==> config.mk <==
export PLATFORM = sky130hd
export DESIGN_NAME = echo_generator_lag16_flat
export DESIGN_NICKNAME = d
export VERILOG_FILES = /design/src/rtl/echo_generator_lag16_if.sv /design/src/rtl/echo_generator_lag16.sv /design/src/flat_wrapper.sv
export SDC_FILE = /design/constraint.sdc
export NUM_CORES = 2
export LEC_CHECK = 0
export CORE_MARGIN = 10
export CORE_UTILIZATION = 30
export CTS_CLUSTER_DIAMETER = 80
export DETAILED_ROUTE_END_ITERATION = 8
export DONT_BUFFER_PORTS = 1
export HOLD_SLACK_MARGIN = 0.15
export MAX_ROUTING_LAYER = met4
export PLACE_DENSITY = 0.4
export SLEW_MARGIN = 20
export SYNTH_ARGS = -nofsm -noshare
export SYNTH_HDL_FRONTEND = slang
export SYNTH_SLANG_ARGS = --single-unit
==> constraint.sdc <==
create_clock -name clk_operation -period 22.2 [get_ports clk_operation]
set_input_delay 2.22 -clock clk_operation [delete_from_list [all_inputs] [get_ports clk_operation]]
set_output_delay 2.22 -clock clk_operation [all_outputs]
set_load 0.05 [all_outputs]
==> src/rtl/echo_generator_lag16_if.sv <==
// Bus bundle for the 16-tap echo-path model: framing/sample inputs, coefficient
// port, and the echoed-sample result with status strobes.
interface echo_generator_lag16_if;
    logic               enable;
    logic [12:0]        sampling_cycle_counter;
    logic signed [15:0] sig16b;
    logic signed [15:0] near16b;
    logic               coef_wr;
    logic [3:0]         coef_addr;
    logic signed [15:0] coef_data;
    logic signed [15:0] sig16b_lag;
    logic               ready;
    logic               busy;
    logic               sat_flag;
    logic               coef_err;
    logic [1:0]         dbg_state;

    // ready is a one-cycle valid strobe for sig16b_lag/sat_flag; there is no
    // backpressure, the consumer must take the sample in that cycle.
    modport master (
        output enable, sampling_cycle_counter, sig16b, near16b,
        output coef_wr, coef_addr, coef_data,
        input  sig16b_lag, ready, busy, sat_flag, coef_err, dbg_state
    );

    modport slave (
        input  enable, sampling_cycle_counter, sig16b, near16b,
        input  coef_wr, coef_addr, coef_data,
        output sig16b_lag, ready, busy, sat_flag, coef_err, dbg_state
    );
endinterface

==> src/rtl/echo_generator_lag16.sv <==
// Sequential 16-tap echo-path model: one MAC per cycle over a 16-sample far-end
// history, plus the near-end sample, rounded and saturated to 16 bits.
module echo_generator_lag16 #(
    parameter int TAPS   = 16,
    parameter int COEF_W = 16
) (
    input logic                    clk_operation,
    input logic                    rst,
    echo_generator_lag16_if.slave  io_bus
);
    localparam int ACC_W = 38;

    typedef enum logic [1:0] {
        ST_IDLE = 2'd0,
        ST_MAC  = 2'd1,
        ST_OUT  = 2'd2
    } state_t;

    state_t                    r_state;
    state_t                    w_next_state;
    logic signed [15:0]        r_hist [TAPS];
    logic signed [COEF_W-1:0]  r_coef [TAPS];
    logic signed [ACC_W-1:0]   r_acc;
    logic [3:0]                r_k;
    logic signed [15:0]        r_lag;
    logic                      r_ready;
    logic                      r_sat;
    logic                      r_coef_err;

    logic                      w_busy;
    logic                      w_trigger;
    logic signed [31:0]        w_prod;
    logic signed [ACC_W-1:0]   w_near_acc;
    logic signed [ACC_W-1:0]   w_rounded;
    logic signed [ACC_W-1:0]   w_shifted;
    logic signed [15:0]        w_sat_val;
    logic                      w_sat_hit;

    assign w_busy     = (r_state != ST_IDLE);
    assign w_trigger  = (r_state == ST_IDLE) && io_bus.enable &&
                        (io_bus.sampling_cycle_counter == 13'd0);
    assign w_prod     = 32'(r_coef[r_k]) * 32'(r_hist[r_k]);
    assign w_near_acc = {{7{io_bus.near16b[15]}}, io_bus.near16b, 15'd0};
    // Round half up, then drop the Q15 fraction.
    assign w_rounded  = r_acc + 38'sd16384;
    assign w_shifted  = w_rounded >>> 15;

    always_comb begin
        w_sat_val = w_shifted[15:0];
        w_sat_hit = 1'b0;
        if (w_shifted > 38'sd32767) begin
            w_sat_val = 16'sh7FFF;
            w_sat_hit = 1'b1;
        end else if (w_shifted < -38'sd32768) begin
            w_sat_val = 16'sh8000;
            w_sat_hit = 1'b1;
        end
    end

    always_ff @(posedge clk_operation) begin
        if (rst) r_state <= ST_IDLE;
        else     r_state <= w_next_state;
    end

    always_comb begin
        w_next_state = r_state;
        case (r_state)
            ST_IDLE: if (w_trigger)     w_next_state = ST_MAC;
            ST_MAC:  if (r_k == 4'd15)  w_next_state = ST_OUT;
            ST_OUT:                     w_next_state = ST_IDLE;
            default:                    w_next_state = ST_IDLE;
        endcase
    end

    always_ff @(posedge clk_operation) begin
        if (rst) begin
            for (int i = 0; i < TAPS; i++) begin
                r_hist[i] <= '0;
                r_coef[i] <= '0;
            end
            r_acc      <= '0;
            r_k        <= '0;
            r_lag      <= '0;
            r_ready    <= 1'b0;
            r_sat      <= 1'b0;
            r_coef_err <= 1'b0;
        end else begin
            r_ready    <= 1'b0;
            // Writes are only safe while no MAC is reading the table.
            r_coef_err <= io_bus.coef_wr && w_busy;
            if (io_bus.coef_wr && !w_busy)
                r_coef[io_bus.coef_addr] <= io_bus.coef_data;

            case (r_state)
                ST_IDLE: begin
                    if (w_trigger) begin
                        r_hist[0] <= io_bus.sig16b;
                        for (int i = 1; i < TAPS; i++)
                            r_hist[i] <= r_hist[i-1];
                        r_acc <= w_near_acc;
                        r_k   <= 4'd0;
                    end
                end
                ST_MAC: begin
                    r_acc <= r_acc + {{(ACC_W-32){w_prod[31]}}, w_prod};
                    r_k   <= r_k + 4'd1;
                end
                ST_OUT: begin
                    r_lag   <= w_sat_val;
                    r_sat   <= w_sat_hit;
                    r_ready <= 1'b1;
                end
                default: ;
            endcase
        end
    end

    assign io_bus.sig16b_lag = r_lag;
    assign io_bus.ready      = r_ready;
    assign io_bus.busy       = w_busy;
    assign io_bus.sat_flag   = r_sat;
    assign io_bus.coef_err   = r_coef_err;
    assign io_bus.dbg_state  = r_state;
endmodule
==> src/flat_wrapper.sv <==
// flat-port wrapper written by rule: the top's interface ports become plain ports
module echo_generator_lag16_flat 
#(
    parameter int TAPS   = 16,
    parameter int COEF_W = 16
)
  (clk_operation, rst, io_bus_enable, io_bus_sampling_cycle_counter, io_bus_sig16b, io_bus_near16b, io_bus_coef_wr, io_bus_coef_addr, io_bus_coef_data, io_bus_sig16b_lag, io_bus_ready, io_bus_busy, io_bus_sat_flag, io_bus_coef_err, io_bus_dbg_state);
  echo_generator_lag16_if io_bus_i ();
  input logic clk_operation;
  input logic rst;
  input wire logic [$bits(io_bus_i.enable)-1:0] io_bus_enable;
  input wire logic [$bits(io_bus_i.sampling_cycle_counter)-1:0] io_bus_sampling_cycle_counter;
  input wire logic [$bits(io_bus_i.sig16b)-1:0] io_bus_sig16b;
  input wire logic [$bits(io_bus_i.near16b)-1:0] io_bus_near16b;
  input wire logic [$bits(io_bus_i.coef_wr)-1:0] io_bus_coef_wr;
  input wire logic [$bits(io_bus_i.coef_addr)-1:0] io_bus_coef_addr;
  input wire logic [$bits(io_bus_i.coef_data)-1:0] io_bus_coef_data;
  output wire logic [$bits(io_bus_i.sig16b_lag)-1:0] io_bus_sig16b_lag;
  output wire logic [$bits(io_bus_i.ready)-1:0] io_bus_ready;
  output wire logic [$bits(io_bus_i.busy)-1:0] io_bus_busy;
  output wire logic [$bits(io_bus_i.sat_flag)-1:0] io_bus_sat_flag;
  output wire logic [$bits(io_bus_i.coef_err)-1:0] io_bus_coef_err;
  output wire logic [$bits(io_bus_i.dbg_state)-1:0] io_bus_dbg_state;
  assign io_bus_i.enable = io_bus_enable;
  assign io_bus_i.sampling_cycle_counter = io_bus_sampling_cycle_counter;
  assign io_bus_i.sig16b = io_bus_sig16b;
  assign io_bus_i.near16b = io_bus_near16b;
  assign io_bus_i.coef_wr = io_bus_coef_wr;
  assign io_bus_i.coef_addr = io_bus_coef_addr;
  assign io_bus_i.coef_data = io_bus_coef_data;
  assign io_bus_sig16b_lag = io_bus_i.sig16b_lag;
  assign io_bus_ready = io_bus_i.ready;
  assign io_bus_busy = io_bus_i.busy;
  assign io_bus_sat_flag = io_bus_i.sat_flag;
  assign io_bus_coef_err = io_bus_i.coef_err;
  assign io_bus_dbg_state = io_bus_i.dbg_state;
  echo_generator_lag16 #(.TAPS(TAPS), .COEF_W(COEF_W)) u_core (.clk_operation(clk_operation), .rst(rst), .io_bus(io_bus_i));
endmodule
==> results.toml <==
[cts]
clk_pin_slew_ns = 0.05
cts-root-buf = "clkbuf_16"
clock-sinks = 579
cts.htree.levels = 3
cts_resized = 0
cts_buffers = 75
cts_setup_buffers = 0
cts_tree = "yes"
clk_latency_ns = 0.66
cts_hold_buffers = 0
clk_path_buf_depth = 3

[worst_setup_path]
critical_path_arrival_ns = 12.90
crit_required_ns = 22.76
path_class = "reg -> reg"
slowest_stage = "dfxtp_4"
worst-path-max-fanout = 36
start_kind = "flip-flop"
crit_path_max_incr_delay_ns = 0.74
end_kind = "flip-flop"
path_common_cell = "fa_1"

[grt]
antenna_found_initial = 3
gr-total-overflow = 0
grt_max_degree = 167
grt_pass1_vias = 24800
grt_pass1_wl_um = 155000
grt_usage_pct = 14.6

[finish]
final_cell_mix = "edfxtp_1 (512), and2_1 (427), inv_1 (333), fa_1 (263), nor2_1 (213)"
final_area_um2 = 42000
syn2layout_area_growth_pct = 11.3
final_common_cell = "edfxtp_1"
final_layout_size_suffix_gt1_share_pct = 11.8
nNetsFinal = 3564

[sta]
finalCritPeriodShare_pct = 55.6
clock_skew_ns = 0.0480
tightest_slew_ns = 1.07
tns_ns = 0
relSlewSlack_pct = 28.4
grt_setup_unrepaired = "false"
drv_slew = 0
fmax_ghz = 0.0810
timing.hold.ws_ns = 0.467
min_period_ns = 12.34
hold_viol = 0
setup-violations-final = 0
worst_slack_ns = 9.86

[synthesis]
syn-num-nets = 3597
synth-edff-count = 512
postSynthCellCount = 3143
yosysUniqueCellTypes = 79
async_reset_ff_share_pct = 0
synth.cell_area_um2 = 37800
yosys_most_used_dff = "edfxtp_1"
ys_seq_area_share_pct = 44.3
synth_seq_cells = 579
yosysWarnings = 0
synth_area_per_cell_um2 = 12.0

[routing]
viasPerCell = 4.79
avgRoutedWirePerCell_um = 20.7
wirelength_um = 99900
drc_errors = 0
ant_nets = 0
vias = 23100
drtIter0Drc = 1297
drtPass1Iterations = 5

[placement]
dpl.hpwl_um = 69100
post-place-ws_ns = 9.64
placed_area_um2 = 39600
routabilityCongestion = 0.807
port-buffer-count = 0

[floorplan]
core_um2 = 125000
die_h_um = 375
placementRows = 130
pin_count = 91
start_util_pct = 30.1
die_x_um = 375
die_area_um2 = 140000

[run]
maxCapViolCount = 0

[power]
p_leak_uw = 0.0165
powerDensity_nw_per_um2 = 108
total_power_uw = 4520
max-vdd-ir-drop_mv = 0.0804

[worst_hold_path]
min_path_type = "reg -> reg"

[run_status]
status = "finished, final reports clean"
## routing by layer
metal,GRT usage [%],routed length [um]
met1,19.2,46500
met2,22.8,46400
met3,2.64,4140
met4,4.50,2920
met5,-,0
## final timing paths
kind	start	end	slack, ns	depth (start not counted)
setup / recovery	flip-flop	u_core.r_acc[33]	9.86	40
hold / removal	u_core.r_acc[12]	u_core.r_acc[12]	0.47	2
setup reg to reg	flip-flop	u_core.r_acc[33]	9.86	40
hold reg to reg	u_core.r_acc[12]	u_core.r_acc[12]	0.47	2
## cell usage after synthesis, types with 10 or more instances
cell | instances | area [um2]
and2_1 | 427 | 2670
mux4_2 | 139 | 3130
a21o_1 | 27 | 203
fa_1 | 263 | 5270
nand3_1 | 25 | 125
xnor2_1 | 44 | 385
clkbuf_1 | 131 | 492
o211a_1 | 15 | 150
nor2b_1 | 122 | 763
dfxtp_1 | 67 | 1340
nand2_1 | 184 | 691
nor3_1 | 39 | 195
or2_2 | 30 | 188
a21oi_1 | 68 | 340
ha_1 | 122 | 1530
buf_2 | 17 | 85.1
o21bai_1 | 14 | 105
a311oi_1 | 10 | 87.6
o21ai_1 | 15 | 75.1
mux2i_1 | 25 | 250
a211oi_1 | 17 | 128
o21ai_0 | 54 | 270
inv_1 | 333 | 1250
nor2_1 | 222 | 833
o21a_1 | 20 | 150
edfxtp_1 | 512 | 15400
mux2_2 | 21 | 236
xor2_1 | 30 | 263
nand2b_1 | 24 | 150
## critical path: cells and delay by family, from the launching register on
| family | cells | cell delay (ns) |
|---|---|---|
| AO/OA/AOI/OAI | 14 | 3.02 |
| XOR/XNOR | 2 | 0.32 |
| adder cells (fa/ha/maj) | 8 | 3.74 |
| buffers and inverters | 7 | 2.22 |
| flip-flops | 1 | 0.74 |
| multiplexers | 2 | 1.00 |
| AND/OR/NAND/NOR | 7 | 1.07 |
## state kept, by name, summed over array words and instances (netlist names), named ones only
| signal | flops |
|---|---|
| u_core.r_coef | 256 |
| u_core.io_bus.ready | 1 |
| u_core.io_bus.coef_err | 1 |
| u_core.r_k | 4 |
| u_core.io_bus.dbg_state | 2 |
| u_core.r_acc | 38 |
| u_core.io_bus.sat_flag | 1 |
| u_core.io_bus.sig16b_lag | 16 |
| u_core.r_hist | 256 |
## metrics by stage
step	instances	utilization [%]
6_report	4815	33.5
5_1_grt	4814	33.5
4_1_cts	4814	33.5
3_5_place_dp	4683	31.6
3_3_place_gp	4683	31.6
2_1_floorplan	3143	-
## where the power goes
group / leakage (uW) / switching [uW] / internal [uW] / total, uW
combinational: 0.00952 / 1220 / 843 / 2070
clock: 0.00117 / 492 / 720 / 1210
sequential: 0.00577 / 14.6 / 1230 / 1240
## logic make-up after synthesis
family                     after synthesis  synth area share, %
and+or+nand+nor                       1124                 15.8
DFF                                    579                 44.3
buffers and inverters                  491                 4.98
adders and majority gates              385                 18.0
AOI/OAI and AO/OA                      302                 5.47
muxes                                  186                 9.61
xor gates and xnor gates                76                 1.85
## final cells by class
cell class              count  area [um2]
well taps                1650        2060
diodes                      1        2.50
clock inverters            36         385
multi-input cells        2073       19200
clock buffers              95        2000
fillers                 12400       83400
flip-flops and latches    579       16700
repair buffers             48         364
inverters                 333        1250
Power figures use the tool's default switching activity.
